--- src/rtl/wb_arb_pkg.sv ---
// Shared types for the two-master Wishbone memory arbiter.
package wb_arb_pkg;

    typedef enum logic [1:0] {
        IDLE  = 2'd0,
        BUSY0 = 2'd1,
        BUSY1 = 2'd2
    } arb_state_t;

    localparam logic M0 = 1'b0;  // fetch master
    localparam logic M1 = 1'b1;  // load/store master

endpackage

--- src/rtl/wb_arb_watchdog.sv ---
// Counts strobed cycles without ack; pulses err on the cycle the budget runs out.
module wb_arb_watchdog #(
    parameter int TIMEOUT = 16
) (
    input  logic clk,
    input  logic reset,
    input  logic active,
    input  logic ack,
    input  logic clear,
    output logic err
);

    localparam int CW = (TIMEOUT > 2) ? $clog2(TIMEOUT) : 1;
    localparam logic [CW-1:0] LAST = CW'(TIMEOUT - 1);

    logic [CW-1:0] count;
    logic          hit;

    // An ack arriving on the last allowed cycle suppresses the error.
    assign hit = active & ~ack & (count == LAST);
    assign err = hit;

    always_ff @(posedge clk or posedge reset) begin
        if (reset) begin
            count <= '0;
        end else if (clear || !active || ack || hit) begin
            count <= '0;
        end else begin
            count <= count + 1'b1;
        end
    end

endmodule

--- src/rtl/wb_mem_arbiter.sv ---
// Round-robin arbiter letting fetch (m0) and load/store (m1) share one memory slave port.
module wb_mem_arbiter
    import wb_arb_pkg::*;
#(
    parameter int DW      = 32,
    parameter int AW      = 32,
    parameter int TIMEOUT = 16
) (
    input  logic          clk,
    input  logic          reset,
    input  logic          m0_cyc,
    input  logic          m0_stb,
    input  logic          m0_we,
    input  logic [AW-1:0] m0_adr,
    input  logic [DW-1:0] m0_dat_w,
    output logic [DW-1:0] m0_dat_r,
    output logic          m0_ack,
    output logic          m0_err,
    input  logic          m1_cyc,
    input  logic          m1_stb,
    input  logic          m1_we,
    input  logic [AW-1:0] m1_adr,
    input  logic [DW-1:0] m1_dat_w,
    output logic [DW-1:0] m1_dat_r,
    output logic          m1_ack,
    output logic          m1_err,
    output logic          s_cyc,
    output logic          s_stb,
    output logic          s_we,
    output logic [AW-1:0] s_adr,
    output logic [DW-1:0] s_dat_w,
    input  logic [DW-1:0] s_dat_r,
    input  logic          s_ack,
    output logic          core_select
);

    arb_state_t state, next_state;
    logic       prio, owner;
    logic       gnt_cyc, gnt_stb, gnt_ack, wd_err;

    always_comb begin
        next_state = state;
        case (state)
            IDLE: begin
                if (m0_cyc && m1_cyc)  next_state = (prio == M1) ? BUSY1 : BUSY0;
                else if (m0_cyc)       next_state = BUSY0;
                else if (m1_cyc)       next_state = BUSY1;
            end
            // Owner keeps the grant until it drops cyc; no preemption.
            BUSY0:   if (!m0_cyc) next_state = m1_cyc ? BUSY1 : IDLE;
            BUSY1:   if (!m1_cyc) next_state = m0_cyc ? BUSY0 : IDLE;
            default: next_state = IDLE;
        endcase
    end

    always_ff @(posedge clk or posedge reset) begin
        if (reset) begin
            state <= IDLE;
            prio  <= M0;
            owner <= M0;
        end else begin
            state <= next_state;
            if (next_state == BUSY0 && state != BUSY0) begin
                owner <= M0;
                prio  <= M1;
            end else if (next_state == BUSY1 && state != BUSY1) begin
                owner <= M1;
                prio  <= M0;
            end
        end
    end

    always_comb begin
        s_cyc   = 1'b0;
        s_stb   = 1'b0;
        s_we    = 1'b0;
        s_adr   = '0;
        s_dat_w = '0;
        case (state)
            BUSY0: begin
                s_cyc   = m0_cyc;
                s_stb   = m0_stb;
                s_we    = m0_we;
                s_adr   = m0_adr;
                s_dat_w = m0_dat_w;
            end
            BUSY1: begin
                s_cyc   = m1_cyc;
                s_stb   = m1_stb;
                s_we    = m1_we;
                s_adr   = m1_adr;
                s_dat_w = m1_dat_w;
            end
            default: ;
        endcase
    end

    // Gating on cyc drops any stray slave ack during the release cycle.
    assign gnt_cyc = s_cyc;
    assign gnt_stb = s_stb;
    assign gnt_ack = s_ack & gnt_cyc & gnt_stb;

    assign m0_ack      = gnt_ack & (state == BUSY0);
    assign m1_ack      = gnt_ack & (state == BUSY1);
    assign m0_err      = wd_err & (state == BUSY0);
    assign m1_err      = wd_err & (state == BUSY1);
    assign m0_dat_r    = s_dat_r;
    assign m1_dat_r    = s_dat_r;
    assign core_select = owner;

    wb_arb_watchdog #(.TIMEOUT(TIMEOUT)) u_watchdog (
        .clk    (clk),
        .reset  (reset),
        .active (gnt_cyc & gnt_stb),
        .ack    (s_ack),
        .clear  (next_state != state),
        .err    (wd_err)
    );

endmodule

--- config.mk ---
export PLATFORM = sky130hd
export DESIGN_NAME = wb_mem_arbiter
export DESIGN_NICKNAME = d
export VERILOG_FILES = /design/src/rtl/wb_arb_pkg.sv /design/src/rtl/wb_arb_watchdog.sv /design/src/rtl/wb_mem_arbiter.sv
export SDC_FILE = /design/constraint.sdc
export NUM_CORES = 1
export LEC_CHECK = 0
export BUFFER_PORTS_ARGS = -buffer_cell sky130_fd_sc_hd__buf_2
export CORE_AREA = 2 2 117 119
export CTS_CLUSTER_DIAMETER = 50
export DETAILED_ROUTE_END_ITERATION = 12
export DIE_AREA = 0 0 119 121
export PLACE_DENSITY = 0.46
export SLEW_MARGIN = 40
export SYNTH_ARGS = -nofsm -noshare
export SYNTH_HDL_FRONTEND = slang
export SYNTH_HIERARCHICAL = 1
export SYNTH_SLANG_ARGS = --single-unit
--- constraint.sdc ---
create_clock -name clk -period 6.3 [get_ports clk]
set_input_delay 0.315 -clock clk [delete_from_list [all_inputs] [get_ports clk]]
set_output_delay 0.315 -clock clk [all_outputs]
set_load 0.01 [all_outputs]
After elaboration in Yosys (flattened, before gate mapping)
Index checks and enable logic that the tools add are counted.

word-level totals
  flip-flop bits (word level) = 8
  input bits = 169
  logic and storage cells = 51

cells by class
  add/sub/neg operators = 1
  equality and inequality tests = 8
  multiplexer cells = 19
  bitwise operators = 10
  reduce and logical (&&, ||, !) cells = 9

operators by type and width
  operator                                                                 count
  32-bit one-hot mux with 2 select lines                                   2
  2-bit 2-to-1 mux                                                         7
  1-bit bitwise AND                                                        9
  1-bit one-hot mux with 2 select lines                                    3
  2-bit one-hot mux with 3 select lines                                    1
  1-bit 2-to-1 mux                                                         5
  4-bit by 1-bit adder with 4-bit output, second input constant            1
  2-bit by 1-bit equality test with 1-bit output, second input constant    2
  2-bit equality test, second input constant                               2
  4-bit equality test, second input constant                               1
  4-bit 2-to-1 mux                                                         1
  1-bit logical AND                                                        3
  1-bit logical OR                                                         3
  2-bit logical NOT                                                        1
  2-bit by 1-bit inequality test with 1-bit output, second input constant  1
  2-bit inequality test                                                    1
  2-bit inequality test, second input constant                             1
  2-bit nonzero test                                                       1
  1-bit logical NOT                                                        1
  1-bit NOT                                                                1

Logic depth before layout (Yosys ltp)
  depth after elaboration = 9
  mapped depth = 11

Cells and area by module
The synthesis kept the hierarchy.

modules (own cells, without submodules)
  module           times used  cells an instance  area an instance (µm²)
  wb_mem_arbiter   1           269                1900.6
  wb_arb_watchdog  1           17                 190.2

Worst setup path before layout
Ideal clock, no wire load.

  kind = reg-to-reg
  start point = register state[1]
  end point = register u_watchdog.count[1]
  library setup time = 0.120 ns
  arrival = 2.074 ns
  slack = 4.106 ns
  stages on the path, launching flop included = 11
  buffers on the path = 1
  clock period less this slack = 2.194 ns
  path through = dfrtp_1 -> inv_1 -> ha_1 -> buf_6 -> a22o_1 -> nor3_2 -> a211oi_1 -> o21a_1 -> a311oi_1 -> nor3b_2 -> and3_2

between the ends
  longest elaborated chain between the ends = 9

RTL lines
  what                                   RTL line               source
  from (decl)                            wb_mem_arbiter.sv:37   arb_state_t state, next_state;
  from (signal assigned)                 wb_mem_arbiter.sv:62   state <= next_state;
  2-bit 2-to-1 mux                       wb_mem_arbiter.sv:47   else if (m1_cyc) next_state = BUSY1;
  2-bit 2-to-1 mux                       wb_mem_arbiter.sv:46   else if (m0_cyc) next_state = BUSY0;
  2-bit 2-to-1 mux                       wb_mem_arbiter.sv:45   if (m0_cyc && m1_cyc) next_state = (prio == M1) ? BUSY1 : BUSY0;
  2-bit one-hot mux with 3 select lines  wb_mem_arbiter.sv:43   case (state)
  2-bit inequality test                  wb_mem_arbiter.sv:116  .clear (next_state != state),
  1-bit logical OR (2 in a row)          wb_arb_watchdog.sv:26  end else if (clear || !active || ack || hit) begin
  1-bit logical OR (*)                   wb_arb_watchdog.sv:26
  4-bit 2-to-1 mux (*)                   wb_arb_watchdog.sv:26
  to (signal assigned)                   wb_arb_watchdog.sv:29  count <= count + 1'b1;
  to (decl)                              wb_arb_watchdog.sv:16  logic [CW-1:0] count;

Every way passes the cells marked *; elsewhere a longest branch is shown, timed or not.
A chain may end at the register's enable or synchronous reset.

Final worst setup path
  start point = register state[1]
  end point = output port m1_err

between the ends
  longest elaborated chain between the ends = 6

RTL lines
  what                                                                                   RTL line               source
  2-bit equality test or 2-bit by 1-bit equality test with 1-bit output (tied branches)  wb_mem_arbiter.sv:79   case (state)
  1-bit one-hot mux with 2 select lines                                                  wb_mem_arbiter.sv:79
  1-bit bitwise AND (*)                                                                  wb_mem_arbiter.sv:114  .active (gnt_cyc & gnt_stb),
  1-bit bitwise AND (*) (2 in a row)                                                     wb_arb_watchdog.sv:20  assign hit = active & ~ack & (count == LAST);
  named net wd_err                                                                       wb_mem_arbiter.sv:39   logic gnt_cyc, gnt_stb, gnt_ack, wd_err;
  1-bit bitwise AND (*)                                                                  wb_mem_arbiter.sv:106  assign m1_err = wd_err & (state == BUSY1);
  to (decl)                                                                              wb_mem_arbiter.sv:26   output logic m1_err,

Mark *: on every way through the listed nets, which the timed path passes. The rest lies on a longest branch.

==> flow_summary_export.csv <==
group,metric,value,unit
layout,drive_gt1_share,53.75,%
grt,first_global_vias,2423,
power_and_ir_drop,leakagePower,1.484,nW
critical_path,cp.arrival,2.86,ns
critical_path,cpPeakStageDelay,0.59,ns
timing,worstMarginPinSlew,0.7196,ns
timing,skew,0.002964,ns
power_and_ir_drop,power.density,387.5,nW/um^2
grt,grt_first_pass_wirelength,11.60,mm
cts,clk_pin_slew,0.04,ns
synthesis,syn_inst,286,
critical_path,startpoint_type,"flop",
detailed_routing,drt-wirelength-per-cell,12.79,um
critical_path,worstPathRequired,5.98,ns
synthesis,synthArstFlopShare,100.0,%
timing,setup_violations,0,
layout,area_growth,38.90,%
cts,cts_hold_buf,1,
synthesis,seq_area_frac_synth,9.575,%
synthesis,syn_area,2091,sq um
synthesis,synth_common_cells,"nor2b_1 (67), a22oi_1 (66), buf_4 (64)",
floorplan,initial_core_util,15.98,%
floorplan,die_h,121,um
synthesis,ys_warn_count,6,
detailed_routing,wl,7.549,mm
cts,clock-sinks,8,
grt,antenna_found_initial,1,
place,port_buffers,208,
cts,cts_resized,0,
detailed_routing,ant_nets,0,
layout,fin_nets,590,
timing,grt_setup_unrepaired,"no",
synthesis,synth.most_common_cell,"nor2b_1",
synthesis,synth_nets,461,
timing,hold_viol,0,
floorplan,die_area,14400,sq um
grt,grt_max_degree,69,
cts,cts_tree,"yes",
synthesis,synth_top_flop_cell,"dfrtp_1",
grt,grt_overflow_total,0,
timing,fmaxAchievable,0.3147,GHz
synthesis,synth.avg_cell_area,7.310,sq um
place,hpwlAfterDp,6.051,mm
power_and_ir_drop,ir_drop,0.1518,mV
cts,cts_root_buf,"clkbuf_16",
timing,finalSetupTns,0,ns
critical_path,cpLargestDelayFamily,"buffers and inverters",
detailed_routing,drcViolationCount,0,
synthesis,yosysTopAreaCell,"a22oi_1",
cts,htree_levels,1,
floorplan,coreArea,13090,sq um
layout,fin_util,22.19,%
cts,cts_setup_buffers,0,
layout,final_area,2904,sq um
synthesis,synth.area.top_cells,"a22oi_1 (24%), buf_4 (23%), nor2b_1 (20%)",
synthesis,ys_seq_elements,8,
detailed_routing,routed-via-count,2503,
critical_path,worstSetupPathType,"flop to output pin",
synthesis,synth-edff-count,0,
timing,fin_crit,3.178,ns
timing,holdWs,0.4257,ns
place,place_congestion,0.8009,
floorplan,io_pins,305,
critical_path,crit_path_end_kind,"output pin",
detailed_routing,viasPerCell,4.242,
critical_path,cp_cell_sequence,"inv_1, ha_2, buf_4, a22oi_1, nor2b_1, and2_1, nor3b_1, and2_1, buf_2",
timing,slew_viol_final,0,
power_and_ir_drop,totalPowerFinal,1.125,mW
synthesis,synth_top_area_share,23.70,%
run_status,status,"finished, final reports clean",
cts,clk_path_buf_depth,2,
cts,cts-buffers-inserted,3,
timing,period_share,50.44,%
floorplan,fp.dieW,119,um
cts,insertion_delay,0.23,ns
critical_path,crit_fanout,67,
synthesis,synth.distinct_cells,37,
floorplan,core.rowCount,42,
critical_path,cpMaxStageDelayCell,"buf_4",
timing,relSlewSlack,52.02,%
worst_hold_path,hold_path.class,"input port to flop",
critical_path,cp_num_buf_inv,3,
detailed_routing,firstDrtPassIters,4,
critical_path,crit_top_cell,"and2_1",
grt,grt.total_usage,9.662,%
detailed_routing,drtIter0Drc,76,
place,placed_area,2816,sq um
job,maxCapViolCount,0,
==> metrics by stage <==
step                std cells  worst slack [ns]
floorplan                 286             4.106
global placement          585             3.180
detailed placement        585             3.360
CTS                       589             3.125
global route              590             2.895
finish                    590             3.122
==> area by class of cell <==
cell class | count | area [sq um]
fillers | 1472 | 10180
multi-input cells | 185 | 1321
repair buffers | 210 | 1059
well taps | 176 | 220.2
flip-flops and latches | 8 | 200.2
clock buffers | 3 | 75.07
inverters | 7 | 26.28
diodes | 1 | 2.502
==> cells in the final DEF (no fill, tap or decap), types with 2 or more instances in the layout <==
master,netlist,routed
nor2b_1,67,67
dfrtp_1,8,8
inv_1,7,7
clkbuf_16,0,3
a22oi_1,66,66
ha_4,0,2
and2_1,5,5
a211oi_1,2,2
and3_1,3,3
buf_2,0,208
xor2_1,2,2
a21oi_1,2,2
nor2_1,5,5
nand3_1,3,3
nand2_1,3,3
ha_1,6,3
nor3_1,2,2
==> layer usage <==
| metal | share of wire (%) | GRT usage, % |
|---|---|---|
| met2 | 50 | 17.17 |
| met1 | 39 | 11.77 |
| met5 | 0 | 0 |
| met3 | 9.4 | 1.927 |
| met4 | 0.86 | 2.827 |
==> worst min-delay path, stage by stage <==
cell and delay, ns:
buf_2 0.12, nor3b_2 0.06, nand2_1 0.08, nor2_1 0.04
==> flip-flops by register name (all words and copies together) (netlist names) <==
| name | count |
|---|---|
| u_watchdog/count | 4 |
| state | 2 |
| core_select | 1 |
| prio | 1 |
==> path summary, 6_finish.rpt <==
kind	cells after the start	endpoint	from	slack, ns
worst max-delay path	9	m1_err	state[1]	3.12
max in group asynchronous	3	core_select	reset	5.60
min in group asynchronous	3	u_watchdog/count[2]	reset	0.53
worst min register to register	1	u_watchdog/count[0]	u_watchdog/count[0]	0.47
worst min-delay path	4	u_watchdog/count[0]	s_ack	0.43
worst max register to register	10	u_watchdog/count[1]	state[1]	3.38
==> logic make-up (layout without fill, tap and decap cells) <==
kind of cell	count (synthesis)	in the layout	share of synthesized area (%)
simple gates	96	96	28.19
buf+inv	93	220	28.55
compound gates	80	80	28.55
flops	8	8	9.575
fa+ha+maj	6	6	3.591
xor+xnor	2	2	0.8380
mux	1	1	0.7179
other cells	0	1	0
==> report_power, final <==
part	leakage (nW)	internal (mW)	switching [mW]	total (mW)
Combinational	1.34	0.423	0.511	0.934
Clock	0.0370	0.0820	0.0259	0.108
Sequential	0.104	0.0648	0.0186	0.0834
Note: power is estimated with default switching activity, not from simulation.
